<file path="config.mk">
export PLATFORM = sky130hd
export DESIGN_NAME = mem_port_arbiter_flat
export DESIGN_NICKNAME = d
export VERILOG_FILES = /design/src/rtl/mem_port_arbiter_pkg.sv /design/src/rtl/mem_port_arbiter_if.sv /design/src/rtl/mem_port_arbiter.sv /design/src/flat_wrapper.sv
export SDC_FILE = /design/constraint.sdc
export NUM_CORES = 1
export LEC_CHECK = 0
export CAP_MARGIN = 40
export CORE_UTILIZATION = 41
export DETAILED_ROUTE_END_ITERATION = 8
export HOLD_SLACK_MARGIN = 0.06
export PLACE_DENSITY = 0.8
export SLEW_MARGIN = 20
export SYNTH_ARGS = -nofsm -noshare
export SYNTH_HDL_FRONTEND = slang
export SYNTH_SLANG_ARGS = --single-unit
</file>
<file path="constraint.sdc">
create_clock -name clk -period 6.1 [get_ports clk]
set_input_delay 1.22 -clock clk [delete_from_list [all_inputs] [get_ports clk]]
set_output_delay 1.22 -clock clk [all_outputs]
set_load 0.01 [all_outputs]
</file>
<file path="src/rtl/mem_port_arbiter_pkg.sv">
// ============================================================================
// Module      : mem_port_arbiter_pkg
// Description : Shared encodings and defaults for the fetch/data memory
//               port arbiter.
// Revision    : 1.0 - initial release
// ============================================================================
`default_nettype none

package mem_port_arbiter_pkg;

    localparam int DEF_ADDR_WIDTH  = 32;
    localparam int DEF_DATA_WIDTH  = 32;
    localparam int DEF_MEM_LATENCY = 2;

    typedef enum logic [1:0] {
        ARB_IDLE  = 2'd0,
        ARB_ISSUE = 2'd1,
        ARB_WAIT  = 2'd2,
        ARB_DONE  = 2'd3
    } arb_state_t;

    typedef enum logic {
        GNT_IF = 1'b0,
        GNT_DM = 1'b1
    } arb_gnt_t;

endpackage

`default_nettype wire

</file>
<file path="src/rtl/mem_port_arbiter_if.sv">
// ============================================================================
// Module      : mem_port_arbiter_if
// Description : Pipeline-side and memory-side signals of the arbiter.
// Revision    : 1.0 - initial release
// ============================================================================
`default_nettype none

interface mem_port_arbiter_if
    import mem_port_arbiter_pkg::*;
#(
    parameter int ADDR_WIDTH = DEF_ADDR_WIDTH,
    parameter int DATA_WIDTH = DEF_DATA_WIDTH
);
    logic                  if_req;
    logic [ADDR_WIDTH-1:0] if_addr;
    logic [DATA_WIDTH-1:0] if_rdata;
    logic                  if_ready;
    logic                  dm_read;
    logic                  dm_write;
    logic [ADDR_WIDTH-1:0] dm_addr;
    logic [DATA_WIDTH-1:0] dm_wdata;
    logic [DATA_WIDTH-1:0] dm_rdata;
    logic                  dm_ready;
    logic                  mem_en;
    logic                  mem_we;
    logic [ADDR_WIDTH-1:0] mem_addr;
    logic [DATA_WIDTH-1:0] mem_wdata;
    logic [DATA_WIDTH-1:0] mem_rdata;
    logic                  stall_if;
    logic                  stall_mem;

    modport slave (
        input  if_req, if_addr, dm_read, dm_write, dm_addr, dm_wdata, mem_rdata,
        output if_rdata, if_ready, dm_rdata, dm_ready,
               mem_en, mem_we, mem_addr, mem_wdata, stall_if, stall_mem
    );

    modport master (
        output if_req, if_addr, dm_read, dm_write, dm_addr, dm_wdata, mem_rdata,
        input  if_rdata, if_ready, dm_rdata, dm_ready,
               mem_en, mem_we, mem_addr, mem_wdata, stall_if, stall_mem
    );

endinterface

`default_nettype wire

</file>
<file path="src/rtl/mem_port_arbiter.sv">
// ============================================================================
// Module      : mem_port_arbiter
// Description : Shares one fixed-latency single-port memory between fetch and
//               data access; data has priority with one-shot fetch fairness.
// Revision    : 1.0 - initial release
// ============================================================================
`default_nettype none

module mem_port_arbiter
    import mem_port_arbiter_pkg::*;
#(
    parameter int ADDR_WIDTH  = DEF_ADDR_WIDTH,
    parameter int DATA_WIDTH  = DEF_DATA_WIDTH,
    parameter int MEM_LATENCY = DEF_MEM_LATENCY
)(
    input  wire logic           clk,
    input  wire logic           rst,
    mem_port_arbiter_if.slave   bus
);

    localparam int CNT_W = $clog2(MEM_LATENCY + 1);

    arb_state_t            state_q,    state_d;
    arb_gnt_t              gnt_q,      gnt_d;
    logic [CNT_W-1:0]      cnt_q,      cnt_d;
    logic                  fair_q,     fair_d;
    logic                  we_q,       we_d;
    logic [ADDR_WIDTH-1:0] addr_q,     addr_d;
    logic [DATA_WIDTH-1:0] wdata_q,    wdata_d;
    logic [DATA_WIDTH-1:0] if_rdata_q, if_rdata_d;
    logic [DATA_WIDTH-1:0] dm_rdata_q, dm_rdata_d;
    logic                  if_ready_q, if_ready_d;
    logic                  dm_ready_q, dm_ready_d;
    logic                  w_dm_req;

    assign w_dm_req = bus.dm_read | bus.dm_write;

    always_ff @(posedge clk or posedge rst) begin
        if (rst) begin
            state_q    <= ARB_IDLE;
            gnt_q      <= GNT_IF;
            cnt_q      <= '0;
            fair_q     <= 1'b0;
            we_q       <= 1'b0;
            addr_q     <= '0;
            wdata_q    <= '0;
            if_rdata_q <= '0;
            dm_rdata_q <= '0;
            if_ready_q <= 1'b0;
            dm_ready_q <= 1'b0;
        end else begin
            state_q    <= state_d;
            gnt_q      <= gnt_d;
            cnt_q      <= cnt_d;
            fair_q     <= fair_d;
            we_q       <= we_d;
            addr_q     <= addr_d;
            wdata_q    <= wdata_d;
            if_rdata_q <= if_rdata_d;
            dm_rdata_q <= dm_rdata_d;
            if_ready_q <= if_ready_d;
            dm_ready_q <= dm_ready_d;
        end
    end

    always_comb begin
        state_d    = state_q;
        gnt_d      = gnt_q;
        cnt_d      = cnt_q;
        fair_d     = fair_q;
        we_d       = we_q;
        addr_d     = addr_q;
        wdata_d    = wdata_q;
        if_rdata_d = if_rdata_q;
        dm_rdata_d = dm_rdata_q;
        if_ready_d = 1'b0;
        dm_ready_d = 1'b0;

        case (state_q)
            ARB_IDLE: begin
                if (bus.if_req || w_dm_req) begin
                    state_d = ARB_ISSUE;
                    // A pending fairness token lets a waiting fetch jump ahead once.
                    if (w_dm_req && !(fair_q && bus.if_req)) begin
                        gnt_d   = GNT_DM;
                        we_d    = bus.dm_write;
                        addr_d  = bus.dm_addr;
                        wdata_d = bus.dm_wdata;
                    end else begin
                        gnt_d   = GNT_IF;
                        we_d    = 1'b0;
                        addr_d  = bus.if_addr;
                        fair_d  = 1'b0;
                    end
                end
            end
            ARB_ISSUE: begin
                state_d = ARB_WAIT;
                cnt_d   = CNT_W'(MEM_LATENCY);
            end
            ARB_WAIT: begin
                cnt_d = cnt_q - CNT_W'(1);
                if (cnt_q == CNT_W'(1)) begin
                    state_d = ARB_DONE;
                    if (!we_q) begin
                        if (gnt_q == GNT_IF) if_rdata_d = bus.mem_rdata;
                        else                 dm_rdata_d = bus.mem_rdata;
                    end
                    if_ready_d = (gnt_q == GNT_IF);
                    dm_ready_d = (gnt_q == GNT_DM);
                end
            end
            ARB_DONE: begin
                state_d = ARB_IDLE;
                if (gnt_q == GNT_DM && bus.if_req) fair_d = 1'b1;
            end
            default: state_d = ARB_IDLE;
        endcase
    end

    assign bus.mem_en    = (state_q == ARB_ISSUE);
    assign bus.mem_we    = we_q & (state_q == ARB_ISSUE);
    assign bus.mem_addr  = addr_q;
    assign bus.mem_wdata = wdata_q;
    assign bus.if_rdata  = if_rdata_q;
    assign bus.dm_rdata  = dm_rdata_q;
    assign bus.if_ready  = if_ready_q;
    assign bus.dm_ready  = dm_ready_q;
    assign bus.stall_if  = bus.if_req & ~if_ready_q;
    assign bus.stall_mem = w_dm_req & ~dm_ready_q;

endmodule

`default_nettype wire

</file>
<file path="src/flat_wrapper.sv">
// flat-port wrapper written by rule: the top's interface ports become plain ports
module mem_port_arbiter_flat import mem_port_arbiter_pkg::*;
#(
    parameter int ADDR_WIDTH  = DEF_ADDR_WIDTH,
    parameter int DATA_WIDTH  = DEF_DATA_WIDTH,
    parameter int MEM_LATENCY = DEF_MEM_LATENCY
)
  (clk, rst, bus_if_req, bus_if_addr, bus_dm_read, bus_dm_write, bus_dm_addr, bus_dm_wdata, bus_mem_rdata, bus_if_rdata, bus_if_ready, bus_dm_rdata, bus_dm_ready, bus_mem_en, bus_mem_we, bus_mem_addr, bus_mem_wdata, bus_stall_if, bus_stall_mem);
  mem_port_arbiter_if #(.ADDR_WIDTH(ADDR_WIDTH), .DATA_WIDTH(DATA_WIDTH)) bus_i ();
  input  wire logic clk;
  input  wire logic rst;
  input wire logic [$bits(bus_i.if_req)-1:0] bus_if_req;
  input wire logic [$bits(bus_i.if_addr)-1:0] bus_if_addr;
  input wire logic [$bits(bus_i.dm_read)-1:0] bus_dm_read;
  input wire logic [$bits(bus_i.dm_write)-1:0] bus_dm_write;
  input wire logic [$bits(bus_i.dm_addr)-1:0] bus_dm_addr;
  input wire logic [$bits(bus_i.dm_wdata)-1:0] bus_dm_wdata;
  input wire logic [$bits(bus_i.mem_rdata)-1:0] bus_mem_rdata;
  output wire logic [$bits(bus_i.if_rdata)-1:0] bus_if_rdata;
  output wire logic [$bits(bus_i.if_ready)-1:0] bus_if_ready;
  output wire logic [$bits(bus_i.dm_rdata)-1:0] bus_dm_rdata;
  output wire logic [$bits(bus_i.dm_ready)-1:0] bus_dm_ready;
  output wire logic [$bits(bus_i.mem_en)-1:0] bus_mem_en;
  output wire logic [$bits(bus_i.mem_we)-1:0] bus_mem_we;
  output wire logic [$bits(bus_i.mem_addr)-1:0] bus_mem_addr;
  output wire logic [$bits(bus_i.mem_wdata)-1:0] bus_mem_wdata;
  output wire logic [$bits(bus_i.stall_if)-1:0] bus_stall_if;
  output wire logic [$bits(bus_i.stall_mem)-1:0] bus_stall_mem;
  assign bus_i.if_req = bus_if_req;
  assign bus_i.if_addr = bus_if_addr;
  assign bus_i.dm_read = bus_dm_read;
  assign bus_i.dm_write = bus_dm_write;
  assign bus_i.dm_addr = bus_dm_addr;
  assign bus_i.dm_wdata = bus_dm_wdata;
  assign bus_i.mem_rdata = bus_mem_rdata;
  assign bus_if_rdata = bus_i.if_rdata;
  assign bus_if_ready = bus_i.if_ready;
  assign bus_dm_rdata = bus_i.dm_rdata;
  assign bus_dm_ready = bus_i.dm_ready;
  assign bus_mem_en = bus_i.mem_en;
  assign bus_mem_we = bus_i.mem_we;
  assign bus_mem_addr = bus_i.mem_addr;
  assign bus_mem_wdata = bus_i.mem_wdata;
  assign bus_stall_if = bus_i.stall_if;
  assign bus_stall_mem = bus_i.stall_mem;
  mem_port_arbiter #(.ADDR_WIDTH(ADDR_WIDTH), .DATA_WIDTH(DATA_WIDTH), .MEM_LATENCY(MEM_LATENCY)) u_core (.clk(clk), .rst(rst), .bus(bus_i));
endmodule
</file>
==> Yosys cells after proc, flatten, opt, wreduce, memory -nomap -nowiden <==
Index checks and enable logic that the tools add are counted.
{ "op_classes": {"add_sub_neg": 1, "bitwise": 8, "reduce_logical": 14, "muxes": 15, "eq_ne": 8} }
{ "ops": {"columns": ["op", "count"], "rows": [
  ["$mux W32", 1],
  ["$reduce_and A4 Y1", 3],
  ["$mux W1", 9],
  ["$pmux W2 S4", 1],
  ["$ne A2 B1 Y1 const B", 3],
  ["$eq A2 B1 Y1 const B", 2],
  ["$eq A2 B2 Y1 const B", 2],
  ["$mux W2", 2],
  ["$not A1 Y1", 4],
  ["$pmux W2 S2", 1],
  ["$reduce_and A2 Y1", 2],
  ["$reduce_bool A2 Y1", 2],
  ["$and A1 B1 Y1", 3],
  ["$logic_and A1 B1 Y1", 3],
  ["$reduce_and A3 Y1", 1],
  ["$logic_not A2 Y1", 1],
  ["$ne A2 B2 Y1 const B", 1],
  ["$pmux W1 S2", 1],
  ["$sub A2 B1 Y2 const B", 1],
  ["$logic_not A1 Y1", 1],
  ["$logic_or A1 B1 Y1", 1],
  ["$or A1 B1 Y1", 1]
]} }
{ "word_totals": {"reg_bits": 137, "inputBits": 133, "word_cells": 57, "out_inout_bits": 134} }

==> Longest topological paths before layout <==
{ "depth": {"word_depth": 6, "ltp_mapped": 7, "ltp_nobuf": 5} }

==> Worst setup path before layout <==
OpenSTA, ideal clock, no wires.
{ "synth_timing": {"path_type": "input to output", "startpoint": "input bus_dm_write", "endpoint": "output bus_stall_mem", "required_ns": 4.880, "cell_stages": 2, "arrival_ns": 1.451, "path_buffers": 0, "path_slack_ns": 3.429, "path_cell_list": "nor2_1 > nor2_1"} }
{ "synth_between": {"elab_chain_cells": 2} }
{ "synth_lines": {"columns": ["element", "line", "text"], "rows": [
  ["start: declaration", "flat_wrapper.sv:15", "input wire logic [$bits(bus_i.dm_write)-1:0] bus_dm_write;"],
  ["$or A1 B1 Y1", "mem_port_arbiter.sv:36", "assign w_dm_req = bus.dm_read | bus.dm_write;"],
  ["$and A1 B1 Y1", "mem_port_arbiter.sv:130", "assign bus.stall_mem = w_dm_req & ~dm_ready_q;"],
  ["end: declaration", "flat_wrapper.sv:28", "output wire logic [$bits(bus_i.stall_mem)-1:0] bus_stall_mem;"]
]} }
Every way passes these cells.

==> Worst setup path after layout <==
{ "layout_timing": {"startpoint": "input bus_if_req", "endpoint": "output bus_stall_if"} }
{ "layout_between": {"elab_chain_cells": 1} }
{ "layout_lines": {"columns": ["element", "line", "text"], "rows": [
  ["start: declaration", "flat_wrapper.sv:12", "input wire logic [$bits(bus_i.if_req)-1:0] bus_if_req;"],
  ["$and A1 B1 Y1", "mem_port_arbiter.sv:129", "assign bus.stall_if = bus.if_req & ~if_ready_q;"],
  ["end: declaration", "flat_wrapper.sv:27", "output wire logic [$bits(bus_i.stall_if)-1:0] bus_stall_if;"]
]} }
Every way passes these cells.

==> impl_metrics.ini <==
[outcome]
status = finished, final reports clean

[worst_setup_path]
start_kind = input port
path_buf_inv = 3
rr_startpoint = u_core.state_q[0]
cp-end-kind = output port
worstSetupPathType = in -> out
crit_chain = clkdlybuf4s50_1 -> inv_1 -> nor2_1 -> clkdlybuf4s50_1
cpMostUsedCell = clkdlybuf4s50_1
cp_num_cells = 4
path_delay_family = buffers and inverters
worst_ep_arrival_time_ns = 2.76
r2r_cells = 6
path_max_fanout = 6
worstPathRequired_ns = 4.88
ff2ff_setup_slack_ns = 4.04
setup.worst_path.start = bus_if_req
slowest_stage = clkdlybuf4s50_1
critPathMaxStageDelay_ns = 0.66

[final_layout]
nets = 799
synthToLayoutAreaGrowth_pct = 62.0
layout-drive-gt1-share_pct = 20.2
multiInputGateArea_um2 = 2090
seq_area_um2 = 3430
insertedDiodeCount = 0
design_area_um2 = 9140
fin_util_pct = 68.5
nFillCells = 978

[floorplan]
dieArea_um2 = 14200
start_util_pct = 42.3
die_h_um = 119
design.core.area_um2 = 13300
die_x_um = 119
rows = 42
io_pins = 267

[drt]
ant_nets = 0
detail_route.first_pass.iterations = 4
routed_wl_um = 14400
via_count = 4085
drtIter0Drc = 149
drc = 0
avgViaCountPerCell = 4.82
post_drt_wl_per_cell_um = 17.0

[placement]
dp_hpwl_um = 10400
place_area_um2 = 8470
io_buffers = 266
place.gp.congestion = 0.798

[cts]
cts_buffer_depth = 2
root_buffer = clkbuf_16
h-tree-depth = 4
cts_setup_buffers = 0
cts_tree = yes
cts_made_buffers = 17
clock_latency_ns = 0.41
cts_resized = 0
cts_sinks = 137
cts_hold_buf = 0
clk_pin_slew_ns = 0.05

[job]
maxCapViolCount = 0

[logic_synthesis]
yosysWarningCount = 0
syn_area_um2 = 5640
postSynthCellCount = 389
synth_cell_types = 28
synth_seq_cells = 137
syn_nets = 528
synth_area_per_cell_um2 = 14.5
synth-seq-area-share_pct = 60.8

[power]
pwr-share-seq_pct = 34.3
pwr-share-clk_pct = 24.8
leakagePower_nw = 4.07
pwr-share-comb_pct = 40.9
p_int_mw = 3.19
power_density_nw_per_um2 = 490
power_switching_mw = 1.29
sw_frac_of_total_pct = 28.9
power_mw = 4.48
vdd_drop_max_mv = 0.364

[sta]
slew-limit-headroom_pct = 56.9
fmax_mhz = 251
fin_tns_setup_ns = 0
final.min_clock_period_ns = 3.98
layout_worst_path_cycle_share_pct = 65.2
hold_violations = 0
finalClockSkew_ns = 0.00548
setup_violations = 0
tightestPinTransition_ns = 0.646
drv_slew = 0
rsz0062_at_grt = no

[global_routing]
grt_pass1_wl_um = 23100
grt_max_degree = 87
antenna_found_initial = 0
grt_overflow_total = 0
grtUsageTotal_pct = 21.4
grt_pass1_vias = 4419

[min_path]
min_from = u_core.bus.mem_addr[5]
min_path_cells = 2
worstHoldPathType = reg -> reg
==> path summary, 6_finish.rpt <==
kind / endpoint
setup / recovery: bus_stall_if
hold / removal: u_core.bus.mem_addr[5]
setup reg to reg: u_core.bus.dm_rdata[19]
hold reg to reg: u_core.bus.mem_addr[5]
max in group asynchronous: u_core.bus.dm_rdata[27]
min in group asynchronous: u_core.bus.dm_rdata[17]
==> per-stage QoR <==
step                      setup slack (ns)  hold WS (ns)  cells
final                                 2.12         0.476    848
after detailed placement              2.14         0.471    816
after floorplan                       1.21         0.457    389
after global placement                2.14         0.462    816
after CTS                             2.12         0.483    847
after global routing                  2.05         0.497    848
==> metal layers <==
| layer | GRT usage (%) | part of all wire (%) | vias to the layer above |
|---|---|---|---|
| li1 | - | - | 1898 |
| met1 | 24.2 | 39 | 2003 |
| met2 | 37.0 | 52 | 165 |
| met3 | 6.99 | 7.8 | 19 |
| met4 | 8.75 | 1.9 | 0 |
| met5 | 0 | 0 | - |
==> cell type report <==
type                            count  share of cell area [%]
Clock inverter                      6                    1.46
Tap cell                          176                    2.41
Timing Repair Buffer              272                    29.8
Multi-Input combinational cell    226                    22.9
Sequential cell                   137                    37.5
Clock buffer                       25                    5.64
Inverter                            6                   0.301
==> worst reg2reg max path, delay by kind of cell, from the launching register on <==
kind          cells  cell delay, ns
buf+inv           2            0.61
mux               1            0.42
flops             1            0.39
fa+ha+maj         1            0.26
simple gates      2            0.26
==> cell families after synthesis <==
kind of cell | count (synthesis) | synth area share [%]
buffers and inverters | 26 | 2.73
flip-flops | 137 | 60.8
AO/OA/AOI/OAI | 40 | 3.97
AND/OR/NAND/NOR | 50 | 3.97
adder cells (fa/ha/maj) | 6 | 1.33
multiplexers | 130 | 27.2
==> registers in the layout, indices dropped and copies added (netlist names) <==
name	count
u_core.cnt_q	2
u_core.bus.if_rdata	32
u_core.bus.mem_wdata	32
u_core.gnt_q	1
u_core.we_q	1
u_core.fair_q	1
u_core.state_q	2
u_core.bus.dm_ready	1
u_core.bus.mem_addr	32
u_core.bus.if_ready	1
u_core.bus.dm_rdata	32
==> cells in the final DEF, fill, tap and decap left out, types with 2 or more instances in the layout <==
cell type	count
a21oi_1	2
buf_4	5
bufinv_16	4
clkbuf_1	2
clkbuf_16	17
clkbuf_8	6
clkdlybuf4s50_1	266
dfrtp_1	137
ha_1	6
inv_1	5
mux2_1	2
mux2_2	65
mux2_4	30
mux2i_1	33
nand2_1	39
nor2_1	4
o21ai_0	32
==> power by group through the flow <==
| stage | combinational [mW] | sequential, mW | clock [mW] |
|---|---|---|---|
| after floorplan | 0.660 | 1.70 | 0 |
| after global placement | 1.81 | 1.52 | 0 |
| after detailed placement | 1.84 | 1.55 | 0 |
| after CTS | 1.86 | 1.54 | 1.13 |
| after global routing | 1.96 | 1.59 | 1.17 |
| final | 1.83 | 1.54 | 1.11 |
==> synth_stat cells <==
cell / instances / share of area (%)
a21oi_1: 2 / 0.18
a31oi_1: 1 / 0.11
and2_1: 1 / 0.11
and3_1: 1 / 0.11
buf_2: 9 / 0.80
buf_4: 6 / 0.80
buf_6: 3 / 0.60
clkbuf_1: 2 / 0.13
dfrtp_1: 137 / 61
ha_1: 6 / 1.3
inv_1: 6 / 0.40
mux2_1: 2 / 0.40
mux2_2: 65 / 13
mux2_4: 30 / 8.0
mux2i_1: 33 / 5.9
nand2_1: 39 / 2.6
nand2b_1: 1 / 0.11
nand3_1: 1 / 0.089
nand3b_4: 1 / 0.35
nor2_1: 4 / 0.27
nor3_2: 1 / 0.18
nor4b_1: 1 / 0.16
o21ai_0: 32 / 2.8
o22a_1: 1 / 0.16
o22ai_1: 1 / 0.11
o2bb2ai_2: 1 / 0.27
o31ai_1: 1 / 0.13
o32a_1: 1 / 0.18
Power figures use the tool's default switching activity.
